**config.mk**
```make
export PLATFORM = sky130hd
export DESIGN_NAME = reg_write_demux
export DESIGN_NICKNAME = d
export VERILOG_FILES = /design/src/rtl/reg_write_demux_pkg.sv /design/src/rtl/decoder5_32.sv /design/src/rtl/reg_write_demux.sv
export SDC_FILE = /design/constraint.sdc
export NUM_CORES = 1
export LEC_CHECK = 0
export CORE_AREA = 5 5 436 438
export DETAILED_ROUTE_END_ITERATION = 10
export DIE_AREA = 0 0 441 443
export PLACE_DENSITY = 0.39
export SYNTH_ARGS = -nofsm -noshare
export SYNTH_HDL_FRONTEND = slang
export SYNTH_HIERARCHICAL = 1
export SYNTH_SLANG_ARGS = --single-unit
```
**constraint.sdc**
```tcl
create_clock -name clk -period 5.85 [get_ports clk]
set_clock_uncertainty 0.15 [all_clocks]
set_input_delay 1.755 -clock clk [delete_from_list [all_inputs] [get_ports clk]]
set_output_delay 1.755 -clock clk [all_outputs]
set_load 0.005 [all_outputs]
```
**src/rtl/reg_write_demux_pkg.sv**
```systemverilog
// reg_write_demux_pkg: shared register-file sizing used by the write demux and read-side selector
package reg_write_demux_pkg;
  localparam int WIDTH = 32;
  localparam int NREGS = 32;
  localparam int SEL_W = 5;
endpackage

```
**src/rtl/decoder5_32.sv**
```systemverilog
// decoder5_32: 5-to-32 one-hot decoder with enable
module decoder5_32
  import reg_write_demux_pkg::*;
(
  input  logic [SEL_W-1:0] sel,
  input  logic             en,
  output logic [NREGS-1:0] onehot
);
  always_comb onehot = en ? (NREGS'(1) << sel) : '0;
endmodule

```
**src/rtl/reg_write_demux.sv**
```systemverilog
// reg_write_demux: one-stage staged write into a register file with pending-write tracking
module reg_write_demux
  import reg_write_demux_pkg::*;
#(
  parameter int WIDTH_P = WIDTH,
  parameter int NREGS_P = NREGS
) (
  input  logic                       clk,
  input  logic                       clr_n,
  input  logic                       wr_valid,
  output logic                       wr_ready,
  input  logic [SEL_W-1:0]           wr_sel,
  input  logic [WIDTH_P-1:0]         wr_data,
  input  logic                       freeze,
  input  logic                       mark_valid,
  input  logic [SEL_W-1:0]           mark_sel,
  output logic [WIDTH_P*NREGS_P-1:0] q_flat,
  output logic [NREGS_P-1:0]         pending,
  output logic [15:0]                commit_count
);
  logic                 s_valid_q, s_valid_d;
  logic [SEL_W-1:0]     s_sel_q, s_sel_d;
  logic [WIDTH_P-1:0]   s_data_q, s_data_d;
  logic [WIDTH_P-1:0]   regs_q [NREGS_P];
  logic [WIDTH_P-1:0]   regs_d [NREGS_P];
  logic [NREGS_P-1:0]   pending_q, pending_d;
  logic [15:0]          count_q, count_d;
  logic [NREGS_P-1:0]   commit_oh, mark_oh;
  logic                 accept, commit;
  assign wr_ready = ~freeze;
  assign accept   = wr_valid & wr_ready;
  assign commit   = s_valid_q & ~freeze;
  decoder5_32 u_commit_dec (.sel(s_sel_q), .en(commit), .onehot(commit_oh));
  decoder5_32 u_mark_dec (.sel(mark_sel), .en(mark_valid), .onehot(mark_oh));
  always_comb begin
    s_valid_d = freeze ? s_valid_q : accept;
    s_sel_d   = accept ? wr_sel : s_sel_q;
    s_data_d  = accept ? wr_data : s_data_q;
    count_d   = commit ? count_q + 16'd1 : count_q;
    // mark is applied after the commit clear so a same-edge mark wins
    pending_d = ((pending_q & ~commit_oh) | mark_oh) & ~NREGS_P'(1);
    for (int k = 0; k < NREGS_P; k++)
      regs_d[k] = (k == 0) ? '0 : (commit_oh[k] ? s_data_q : regs_q[k]);
  end
  always_ff @(posedge clk or negedge clr_n) begin
    if (!clr_n) begin
      s_valid_q <= 1'b0;
      s_sel_q   <= '0;
      s_data_q  <= '0;
      pending_q <= '0;
      count_q   <= '0;
      for (int k = 0; k < NREGS_P; k++) regs_q[k] <= '0;
    end else begin
      s_valid_q <= s_valid_d;
      s_sel_q   <= s_sel_d;
      s_data_q  <= s_data_d;
      pending_q <= pending_d;
      count_q   <= count_d;
      for (int k = 0; k < NREGS_P; k++) regs_q[k] <= regs_d[k];
    end
  end
  always_comb begin
    q_flat = '0;
    for (int k = 0; k < NREGS_P; k++) q_flat[k*WIDTH_P +: WIDTH_P] = regs_q[k];
  end
  assign pending      = pending_q;
  assign commit_count = count_q;
endmodule

```
; Yosys cells after proc, flatten, opt, wreduce, memory -nomap -nowiden
; Cells that the tools add are included.
; W data, S select, Z words.
[totals]
ff_bits = 1077
in_bits = 47
output_inout_bits = 1073
elab_cells = 47
[op_classes]
addsub = 1
shifts = 2
muxes = 2
n_bitwise = 6
[op_table]
columns = op, n
row1 = $mux W32, 2
row2 = $shl A1 B5 Y32 const A, 2
row3 = $and A32 B32 Y32, 1
row4 = $not A32 Y32, 1
row5 = $or A32 B32 Y32, 1
row6 = $add A16 B1 Y16 const B, 1
row7 = $and A1 B1 Y1, 2
row8 = $not A1 Y1, 1

; Logic depth before layout (Yosys ltp)
[logic_depth]
depth_word = 6
depth_mapped = 8
depth_no_buf = 5

; Cells and area by module
; Netlist, hierarchy kept.
[by_module_without_submodules]
columns = module, n_inst, cells_each, area_each_um2, seq_area_each_um2
row1 = reg_write_demux, 1, 2470, 40417.5, 26950.8
row2 = decoder5_32, 2, 47, 234.0, 0.0

; Least setup slack after synthesis
; OpenSTA, ideal clock, no wires.
[synth_timing]
path_type = in2reg
start = input port freeze
end = register regs_q, in the netlist q_flat[130]
setup_ns = 0.125
arrival_ns = 3.555
required_time_ns = 5.575
slack_ns = 2.020
stages = 7
path_buffers = 3
cell_sequence = nor2b_1 clkbuf_1 or4b_4 nor2_1 clkbuf_1 buf_2 mux2_2
[synth_between]
elab_chain_cells = 3
[synth_lines]
columns = element, line
row1 = from (decl), reg_write_demux.sv:14  ; input logic freeze,
row2 = $not A1 Y1, reg_write_demux.sv:32  ; assign commit = s_valid_q & ~freeze;
row3 = $and A1 B1 Y1, reg_write_demux.sv:32
row4 = net commit, reg_write_demux.sv:29  ; logic accept, commit;
row5 = $mux W32, decoder5_32.sv:9  ; always_comb onehot = en ? (NREGS'(1) << sel) : '0;
row6 = net commit_oh[4], reg_write_demux.sv:28  ; logic [NREGS_P-1:0] commit_oh, mark_oh;
row7 = to (decl), reg_write_demux.sv:24  ; logic [WIDTH_P-1:0] regs_q [NREGS_P];
; The timed path passes the listed nets, and every way through them passes these cells.
; A chain may end at the register's enable or synchronous reset.

; Worst setup path after layout
[layout_timing]
start = input port freeze
end = output port wr_ready
[layout_between]
elab_chain_cells = 1
[layout_lines]
columns = element, line
row1 = $not A1 Y1, reg_write_demux.sv:30  ; assign wr_ready = ~freeze;
row2 = to (decl), reg_write_demux.sv:11  ; output logic wr_ready,
; Every way passes these cells.

==> impl_metrics.yaml <==
run_status:
  run_status: "finished clean"
route:
  drt-vias-per-instance: 4.16
  antenna_left: 0
  wirelength_mm: 188
  via_count: 25900
  dr.pass1.iters: 5
  drt_iter0_drc: 1263
  wl_per_cell_um: 30.2
  drc: 0
critical_path:
  end_kind: "output pin"
  crit_fanout: 5
  required_ps: 3940
  start_kind: "primary input"
  worst_r2r_endpoint: "q_flat[694]"
  cp.arrival_ps: 3030
  timing.rr.start: "s_valid_q"
  crit_type: "in2out"
  rr_worst_depth: 5
  r2r_slack_ps: 2770
timing:
  timing.slew.headroom_pct: 25.4
  fin_crit_ps: 4940
  hold_viol: 0
  setup_violations: 0
  min_period_over_period_pct: 84.4
  drv_slew: 0
  fmax_mhz: 202
  tightest_slew_ps: 1120
  tns_ps: 0
  rsz0062_at_grt: "no"
clock_network:
  post_cts_resize_count: 0
  clockBufferDepth: 3
  post-cts-setup-buffers: 0
  cts_hold_buf: 0
  htree_levels: 4
  root_buffer: "clkbuf_16"
  clk_latency_ps: 790
  cts_tree: "built"
  numCtsBuffers: 137
  clk_pin_slew_ps: 60
  cts.sinks: 1077
cells_and_area:
  areaGrowthSynthToFinish_pct: 45.2
  mostFrequentLayoutCell: "clkdlybuf4s50_1"
  final_cell_mix: "clkdlybuf4s50_1, dfrtp_1, mux2_2"
  final_util_pct: 31.9
  layout-drive-gt1-share_pct: 36.6
  multiInputGateArea_um2: 12900
  fin_nets: 3682
  seqCellArea_um2: 27000
  n_fill_cell: 18700
  stdcell_count: 6234
power_and_ir_drop:
  power_frac_comb_pct: 27.8
  internal_power_w: 0.0186
  p_per_area_nw_per_um2: 442
  p_clk_share_pct: 31.8
  ir_drop_mv: 0.268
  power.total_w: 0.0262
  seq_power_share_pct: 40.4
  swShare_pct: 29.1
  p_switching_w: 0.00763
  leakagePower_nw: 26.4
die:
  core_area_um2: 186000
  fp-row-count: 159
  start_util_pct: 22.0
  die_y_um: 443
  ioPinCount: 1120
  die_w_um: 441
  die_area_um2: 195000
synthesis:
  yosys_warnings: 6
  synthCells: 2562
  avgSynthCellArea_um2: 16.0
  syn_area_um2: 40900
place:
  portBuffers: 1086
  dp_hpwl_mm: 131
  place_congestion: 0.741
  dp.cells: 5990
worst_hold_path:
  hp-class: "reg2reg"
  min_path_cells: 1
  holdPathEnd: "pending[5]"
  holdCritStartpoint: "pending[5]"
grt:
  antenna_found_initial: 26
  grt_max_degree: 118
  overflow: 0
  gr-usage-all-layers_pct: 18.9
  grt_pass1_vias: 27200
  grt_pass1_wl_mm: 254
job:
  max_cap_viol_count: 0
[through the flow]
step | hold slack [ps] | setup WS, ps | area, um2
floorplan | 310 | 2030 | 41000
global placement | 311 | 549 | 55000
detailed placement | 319 | 518 | 55000
CTS | 332 | 880 | 59300
global route | 348 | 857 | 59300
finish | 328 | 912 | 59400
[layout make-up]
| cell class | instances | area share (%) |
|---|---|---|
| flip-flops and latches | 1077 | 45.5 |
| repair buffers | 1165 | 19.9 |
| clock inverters | 28 | 0.603 |
| multi-input cells | 1221 | 21.8 |
| inverters | 32 | 0.202 |
| well taps | 2495 | 5.26 |
| clock buffers | 206 | 6.76 |
| diodes | 10 | 0.0422 |
[state kept, by name (all words and copies together), names as in the netlist]
register,cells
q_flat,992
s_data_q,32
pending,31
commit_count,16
s_sel_q,5
s_valid_q,1
[routing by layer]
layer	track usage (%)	routed length [um]	vias to the layer above
met5	0	36	-
met4	6.45	6510	6
met3	6.20	14000	211
met2	33.0	95600	826
met1	21.7	71900	13900
li1	-	-	10900
[worst max-delay path: stages]
cell and delay (ps):
clkdlybuf4s50_1 730, inv_1 90, clkdlybuf4s50_1 460
[worst max-delay path by stage]
stage / start / endpoint / slack (ps) / cells past startpoint
4_1_cts: freeze / wr_ready / 880 / 3
5_1_grt: freeze / wr_ready / 860 / 3
6_report: freeze / wr_ready / 910 / 3
3_3_place_gp: freeze / q_flat[694] / 550 / 6
3_5_place_dp: freeze / q_flat[695] / 520 / 6
2_1_floorplan: freeze / q_flat[130] / 2030 / 7
[power groups by stage]
stage | Clock (W) | Combinational (W) | Sequential (W)
after global placement | 0 | 0.00748 | 0.0107
final | 0.00834 | 0.00729 | 0.0106
after detailed placement | 0 | 0.00748 | 0.0107
after global routing | 0.00897 | 0.00769 | 0.0108
after floorplan | 0 | 0.00189 | 0.0105
after CTS | 0.00867 | 0.00750 | 0.0106
Power figures use the tool's default switching activity.
